### config.mk
export PLATFORM = sky130hd
export DESIGN_NAME = if_fetch_unit
export DESIGN_NICKNAME = d
export VERILOG_FILES = /design/src/rtl/if_fetch_unit.sv
export SDC_FILE = /design/constraint.sdc
export NUM_CORES = 1
export LEC_CHECK = 0
export CAP_MARGIN = 25
export CORE_MARGIN = 3
export CORE_UTILIZATION = 56
export CTS_CLUSTER_DIAMETER = 40
export DETAILED_ROUTE_END_ITERATION = 8
export PLACE_DENSITY_LB_ADDON = 0.05
export SYNTH_ARGS = -nofsm -noshare
export SYNTH_HDL_FRONTEND = slang
export SYNTH_SLANG_ARGS = --single-unit
export TNS_END_PERCENT = 100
### constraint.sdc
create_clock -name clk -period 7.94 [get_ports clk]
set_clock_uncertainty 0.2 [all_clocks]
set_input_delay 1.191 -clock clk [delete_from_list [all_inputs] [get_ports clk]]
set_output_delay 1.191 -clock clk [all_outputs]
set_load 0.01 [all_outputs]
### src/rtl/if_fetch_unit.sv
// if_fetch_unit: instruction-fetch stage feeding the IF/ID register.
// Owns the word-addressed fetch PC, keeps at most one request outstanding
// to a variable-latency instruction memory, buffers returned words in a
// small prefetch queue and presents one {instr, pcp1} per cycle.
// Optional macro IF_FETCH_BYPASS_EN: an accepted response drives the
// outputs combinationally while the queue is empty.
module if_fetch_unit #(
    parameter int unsigned       ADDR_W   = 32,
    parameter int unsigned       DATA_W   = 32,
    parameter int unsigned       QDEPTH   = 2,
    parameter logic [ADDR_W-1:0] RESET_PC = '0
) (
    input  logic              clk,
    input  logic              rst,
    input  logic              stall,
    input  logic              redirect,
    input  logic [ADDR_W-1:0] redirect_pc,
    output logic              imem_req,
    output logic [ADDR_W-1:0] imem_addr,
    input  logic              imem_gnt,
    input  logic              imem_rvalid,
    input  logic [DATA_W-1:0] imem_rdata,
    output logic [DATA_W-1:0] instr_f,
    output logic [ADDR_W-1:0] pcp1_f,
    output logic              valid_f
);

    localparam int unsigned PTR_W = $clog2(QDEPTH);
    localparam int unsigned CNT_W = PTR_W + 1;

    typedef enum logic [1:0] {
        S_IDLE,
        S_REQ,
        S_WAIT,
        S_DROP
    } state_t;

    state_t            r_state;
    logic [ADDR_W-1:0] r_fetch_pc;
    logic [ADDR_W-1:0] r_resp_pcp1;
    logic [CNT_W-1:0]  r_count;
    logic [PTR_W-1:0]  r_rd_ptr;
    logic [PTR_W-1:0]  r_wr_ptr;
    logic [DATA_W-1:0] r_q_instr [QDEPTH];
    logic [ADDR_W-1:0] r_q_pcp1  [QDEPTH];

    logic              w_empty;
    logic              w_push;
    logic              w_pop;
    logic              w_qwr;
    logic              w_qrd;
    logic              w_room;
    logic              w_gnt;
    logic [CNT_W-1:0]  w_count_nxt;

    // Head of queue (or bypassed response) drives the IF/ID outputs.
    always_comb begin
        w_empty = (r_count == '0);
        w_push  = (r_state == S_WAIT) && imem_rvalid && !redirect;
        if (!w_empty) begin
            valid_f = 1'b1;
            instr_f = r_q_instr[r_rd_ptr];
            pcp1_f  = r_q_pcp1[r_rd_ptr];
        end
`ifdef IF_FETCH_BYPASS_EN
        else if (w_push) begin
            valid_f = 1'b1;
            instr_f = imem_rdata;
            pcp1_f  = r_resp_pcp1;
        end
`endif
        else begin
            valid_f = 1'b0;
            instr_f = '0;
            pcp1_f  = '0;
        end
    end

    // Queue bookkeeping: pop/push decisions, next occupancy and room.
    always_comb begin
        w_pop = valid_f && !stall && !redirect;
        w_qrd = w_pop && !w_empty;
`ifdef IF_FETCH_BYPASS_EN
        // A bypassed word consumed in the same cycle never enters the queue.
        w_qwr = w_push && !(w_empty && w_pop);
`else
        w_qwr = w_push;
`endif
        w_count_nxt = r_count + CNT_W'(w_qwr) - CNT_W'(w_qrd);
        w_room      = (w_count_nxt < CNT_W'(QDEPTH));
    end

    // Memory request: steady in REQ, back-to-back from WAIT when room remains.
    always_comb begin
        imem_req  = !rst && ((r_state == S_REQ) ||
                             ((r_state == S_WAIT) && w_push && w_room));
        imem_addr = r_fetch_pc;
        w_gnt     = imem_req && imem_gnt;
    end

    // Queue storage; contents are qualified by r_count so no reset is needed.
    always_ff @(posedge clk) begin
        if (w_qwr) begin
            r_q_instr[r_wr_ptr] <= imem_rdata;
            r_q_pcp1[r_wr_ptr]  <= r_resp_pcp1;
        end
    end

    // Fetch FSM, fetch PC, response tag and queue pointers.
    always_ff @(posedge clk) begin
        if (rst) begin
            r_state     <= S_REQ;
            r_fetch_pc  <= RESET_PC;
            r_resp_pcp1 <= '0;
            r_count     <= '0;
            r_rd_ptr    <= '0;
            r_wr_ptr    <= '0;
        end else begin
            if (w_gnt) begin
                r_resp_pcp1 <= r_fetch_pc + ADDR_W'(1);
            end

            if (redirect) begin
                r_fetch_pc <= redirect_pc;
            end else if (w_gnt) begin
                r_fetch_pc <= r_fetch_pc + ADDR_W'(1);
            end

            if (redirect) begin
                r_count  <= '0;
                r_rd_ptr <= '0;
                r_wr_ptr <= '0;
            end else begin
                r_count <= w_count_nxt;
                if (w_qwr) r_wr_ptr <= r_wr_ptr + PTR_W'(1);
                if (w_qrd) r_rd_ptr <= r_rd_ptr + PTR_W'(1);
            end

            unique case (r_state)
                S_IDLE: begin
                    if (redirect || (r_count < CNT_W'(QDEPTH))) r_state <= S_REQ;
                end
                S_REQ: begin
                    if (redirect) begin
                        r_state <= w_gnt ? S_DROP : S_REQ;
                    end else if (w_gnt) begin
                        r_state <= S_WAIT;
                    end
                end
                S_WAIT: begin
                    if (imem_rvalid) begin
                        if (redirect)     r_state <= S_REQ;
                        else if (!w_room) r_state <= S_IDLE;
                        else if (w_gnt)   r_state <= S_WAIT;
                        else              r_state <= S_REQ;
                    end else if (redirect) begin
                        r_state <= S_DROP;
                    end
                end
                S_DROP: begin
                    // A redirect here only retargets the PC; the stale
                    // response must still be absorbed before requesting.
                    if (imem_rvalid) r_state <= S_REQ;
                end
                default: r_state <= S_REQ;
            endcase
        end
    end

endmodule

==> impl_metrics.yaml <==
run_status:
  status: "finished, final reports clean"
yosys:
  async_flop_share_pct: 0
  seq_area_frac_synth_pct: 61.2
  synthCells: 709
  yosys_warnings: 0
  synth.avg_cell_area_um2: 12.1
  ys_ff_latch: 199
  synth_area_um2: 8600
  netlist-cell-type-count: 51
  synth_edf_count: 128
  syn-num-nets: 786
  ys.flop_type: "edfxtp_1"
timing:
  fmax_mhz: 179
  relSlewSlack_pct: 41.6
  fin_crit_sh_pct: 70.3
  tns_ns: 0
  setup_violations: 0
  hold_viol_final: 0
  slew_viol_final: 0
  rsz0062_at_grt: "false"
  worst_pin_slew_ns: 0.876
  post-route-min-period_ns: 5.58
critical_path:
  cp-end-kind: "output port"
  critPathArrivalTime_ns: 4.19
  crit_fanout: 16
  r2r_slack_ns: 4.26
  worst_setup_path_start_kind: "input port"
  slowest_stage: "clkdlybuf4s50_1"
  rr_worst_depth: 12
  cp_slowest_stage_delay_ns: 0.77
  crit_type: "input port to output port"
  r2r_end: "imem_addr[14]$_SDFFE_PP0P_"
  r2r_start: "r_count[1]$_SDFF_PP0_"
  critical_path.cell_chain: "clkdlybuf4s50_1 -> and3b_1 -> inv_1 -> ha_1 -> inv_1 -> ha_1 -> xnor3_2 -> a21oi_1 -> nor2_1 -> clkdlybuf4s50_1"
  cp_data_required_time_ns: 6.55
job:
  drv_cap: 0
placement:
  io_buffers: 167
  hpwl_mm: 11.8
  routabilityCongestion: 0.844
clocking:
  clk_pin_slew_worst_paths_ns: 0.07
  cts_setup_buffers: 0
  cts_buffers: 17
  worstSkewPairLatency_ns: 0.43
  clock-sinks: 199
  clock_tree.root_cell: "clkbuf_16"
  cts_resized: 0
  clock_tree.htree_level_count: 4
  cts_tree: "done"
  postCtsHoldBufs: 0
  clk_path_buf_depth: 2
global_route:
  grt_max_degree: 72
  grt_overflow: 0
  antenna_found_initial: 0
  grt_pass1_wl_mm: 29.2
  grtUsageTotal_pct: 22.1
  grt_pass1_vias: 5799
floorplan:
  core-area_um2: 14800
  start_util_pct: 58.3
  die_h_um: 130
  die_w_um: 130
  rows: 44
  num_io_pins: 168
  die_area_um2: 16900
drt:
  initialDrtViolationCount: 392
  vias_per_cell: 5.68
  dr_wl_met3_mm: 1.24
  dr.pass1.iters: 4
  wl_mm: 18.4
  drc_errors: 0
  vias: 5965
  wl_met2_mm: 8.61
  met1_length_mm: 8.36
  ant_nets: 0
  top_layer: "met4"
  post_drt_wl_per_cell_um: 17.5
worst_hold_path:
  hold_start: "r_resp_pcp1[18]$_SDFFE_PP0P_"
  min_to: "r_q_pcp1[0][18]$_DFFE_PP_"
  hold_class: "register to register"
  hold_depth: 0
pwr:
  p_total_mw: 2.34
  power.density_nw_per_um2: 213
  power.leakage_nw: 3.47
  ir_worst_vdd_v: 0.000157
layout:
  drive_gt1_share_pct: 7.84
  final_nets: 931
  synthToLayoutAreaGrowth_pct: 27.7
  n_antenna_cell: 0
## cell usage after synthesis (2+ instances only)
| cell | number | area share (%) |
|---|---|---|
| o22ai_1 | 5 | 0.36 |
| nor4_4 | 3 | 0.74 |
| nand3_1 | 8 | 0.47 |
| a311oi_1 | 13 | 1.3 |
| and2_1 | 2 | 0.15 |
| clkbuf_1 | 32 | 1.4 |
| o21ai_1 | 6 | 0.35 |
| ha_1 | 7 | 1.0 |
| nand3_2 | 2 | 0.23 |
| nor3_1 | 12 | 0.70 |
| buf_6 | 2 | 0.26 |
| and3b_1 | 2 | 0.20 |
| o21ai_0 | 6 | 0.35 |
| a31o_2 | 2 | 0.20 |
| buf_2 | 10 | 0.58 |
| xnor2_1 | 36 | 3.7 |
| o31a_1 | 2 | 0.20 |
| xor2_1 | 13 | 1.3 |
| a211oi_1 | 44 | 3.8 |
| nor4_2 | 5 | 0.73 |
| or3_1 | 11 | 0.80 |
| inv_1 | 14 | 0.61 |
| mux2i_1 | 64 | 7.5 |
| nor3b_1 | 2 | 0.17 |
| or2_2 | 2 | 0.15 |
| dfxtp_1 | 71 | 17 |
| and3_1 | 4 | 0.29 |
| nand2_1 | 21 | 0.92 |
| nand4_1 | 7 | 0.51 |
| edfxtp_1 | 128 | 45 |
| nor2_1 | 130 | 5.7 |
| nor4_1 | 6 | 0.44 |
| nor2b_1 | 2 | 0.15 |
| and4_1 | 4 | 0.41 |
| a21oi_1 | 6 | 0.35 |
| buf_1 | 5 | 0.22 |
| a211oi_2 | 2 | 0.29 |
| nor3_2 | 5 | 0.58 |
## logic make-up after synthesis
| group | after synthesis | synth area share (%) |
|---|---|---|
| AND/OR/NAND/NOR | 232 | 13.8 |
| multiplexers | 64 | 7.45 |
| buffers and inverters | 65 | 3.20 |
| adder cells (fa/ha/maj) | 7 | 1.02 |
| flip-flops | 199 | 61.2 |
| AO/OA/AOI/OAI | 92 | 8.06 |
| XOR/XNOR | 50 | 5.27 |
## metrics by stage
step | util, % | area (um^2) | hold WS [ns] | worst slack, ns | instances
after floorplan | - | 8600 | 0.225 | 2.96 | 709
after global routing | 74.4 | 11000 | 0.281 | 2.19 | 1051
after CTS | 74.0 | 10900 | 0.257 | 2.38 | 1049
final | 74.4 | 11000 | 0.250 | 2.36 | 1051
after global placement | 70.1 | 10300 | 0.234 | 2.48 | 1017
after detailed placement | 70.1 | 10300 | 0.243 | 2.39 | 1017
## cell type report
type,count,area (um^2)
Fill cell,1028,3780
Multi-Input combinational cell,445,3070
Clock inverter,10,121
Clock buffer,22,454
Sequential cell,199,5270
Tap cell,184,230
Timing Repair Buffer,176,1770
Inverter,15,56.3
## worst max-delay path by stage
stage | from | endpoint | slack (ns) | cells after the start
after CTS | redirect | imem_req | 2.38 | 10
final | redirect | imem_req | 2.36 | 10
after detailed placement | redirect | imem_req | 2.39 | 10
after global placement | redirect | imem_req | 2.48 | 10
after global routing | redirect | imem_req | 2.19 | 10
after floorplan | redirect | r_q_instr[0][0]$_DFFE_PP_ | 2.96 | 4
## routing by layer
| metal | up-vias | GRT usage [%] |
|---|---|---|
| met5 | - | 0 |
| met4 | 0 | 6.91 |
| met3 | 24 | 5.73 |
| met2 | 227 | 34.0 |
| met1 | 2833 | 31.1 |
| li1 | 2881 | - |
## flip-flops by register name, indices dropped and copies added (netlist names), named ones only
name         count
r_state          2
r_q_pcp1        64
r_q_instr       64
r_count          2
imem_addr       32
r_rd_ptr         1
r_resp_pcp1     32
r_wr_ptr         1
## cells in the final DEF, fill, tap and decap left out, drive strengths merged, types with 4 or more instances in the layout
cell type	instances
clkdlybuf4s50	166
nor2	130
edfxtp	128
dfxtp	71
mux2i	64
a211oi	46
xnor2	36
clkbuf	22
nand2	21
inv	17
nor3	17
nor4	14
xor2	13
a311oi	13
o21ai	12
or3	11
nand3	10
buf	10
nand4	8
ha	7
a21oi	6
o22ai	5
and4	4
and3	4
## worst max-delay path, delay by kind of cell
kind                     cells  cell delay (ns)
AND/OR/NAND/NOR              2             0.62
adder cells (fa/ha/maj)      2             0.46
buffers and inverters        4             1.50
XOR/XNOR                     1             0.31
AO/OA/AOI/OAI                1             0.09
## power breakdown
part / leakage, nW / switching (mW) / total, mW / internal, mW
clock: 0.269 / 0.363 / 0.838 / 0.475
sequential: 1.75 / 0.0521 / 1.22 / 1.17
combinational: 1.45 / 0.143 / 0.277 / 0.134
Note: power is estimated with default switching activity, not from simulation.
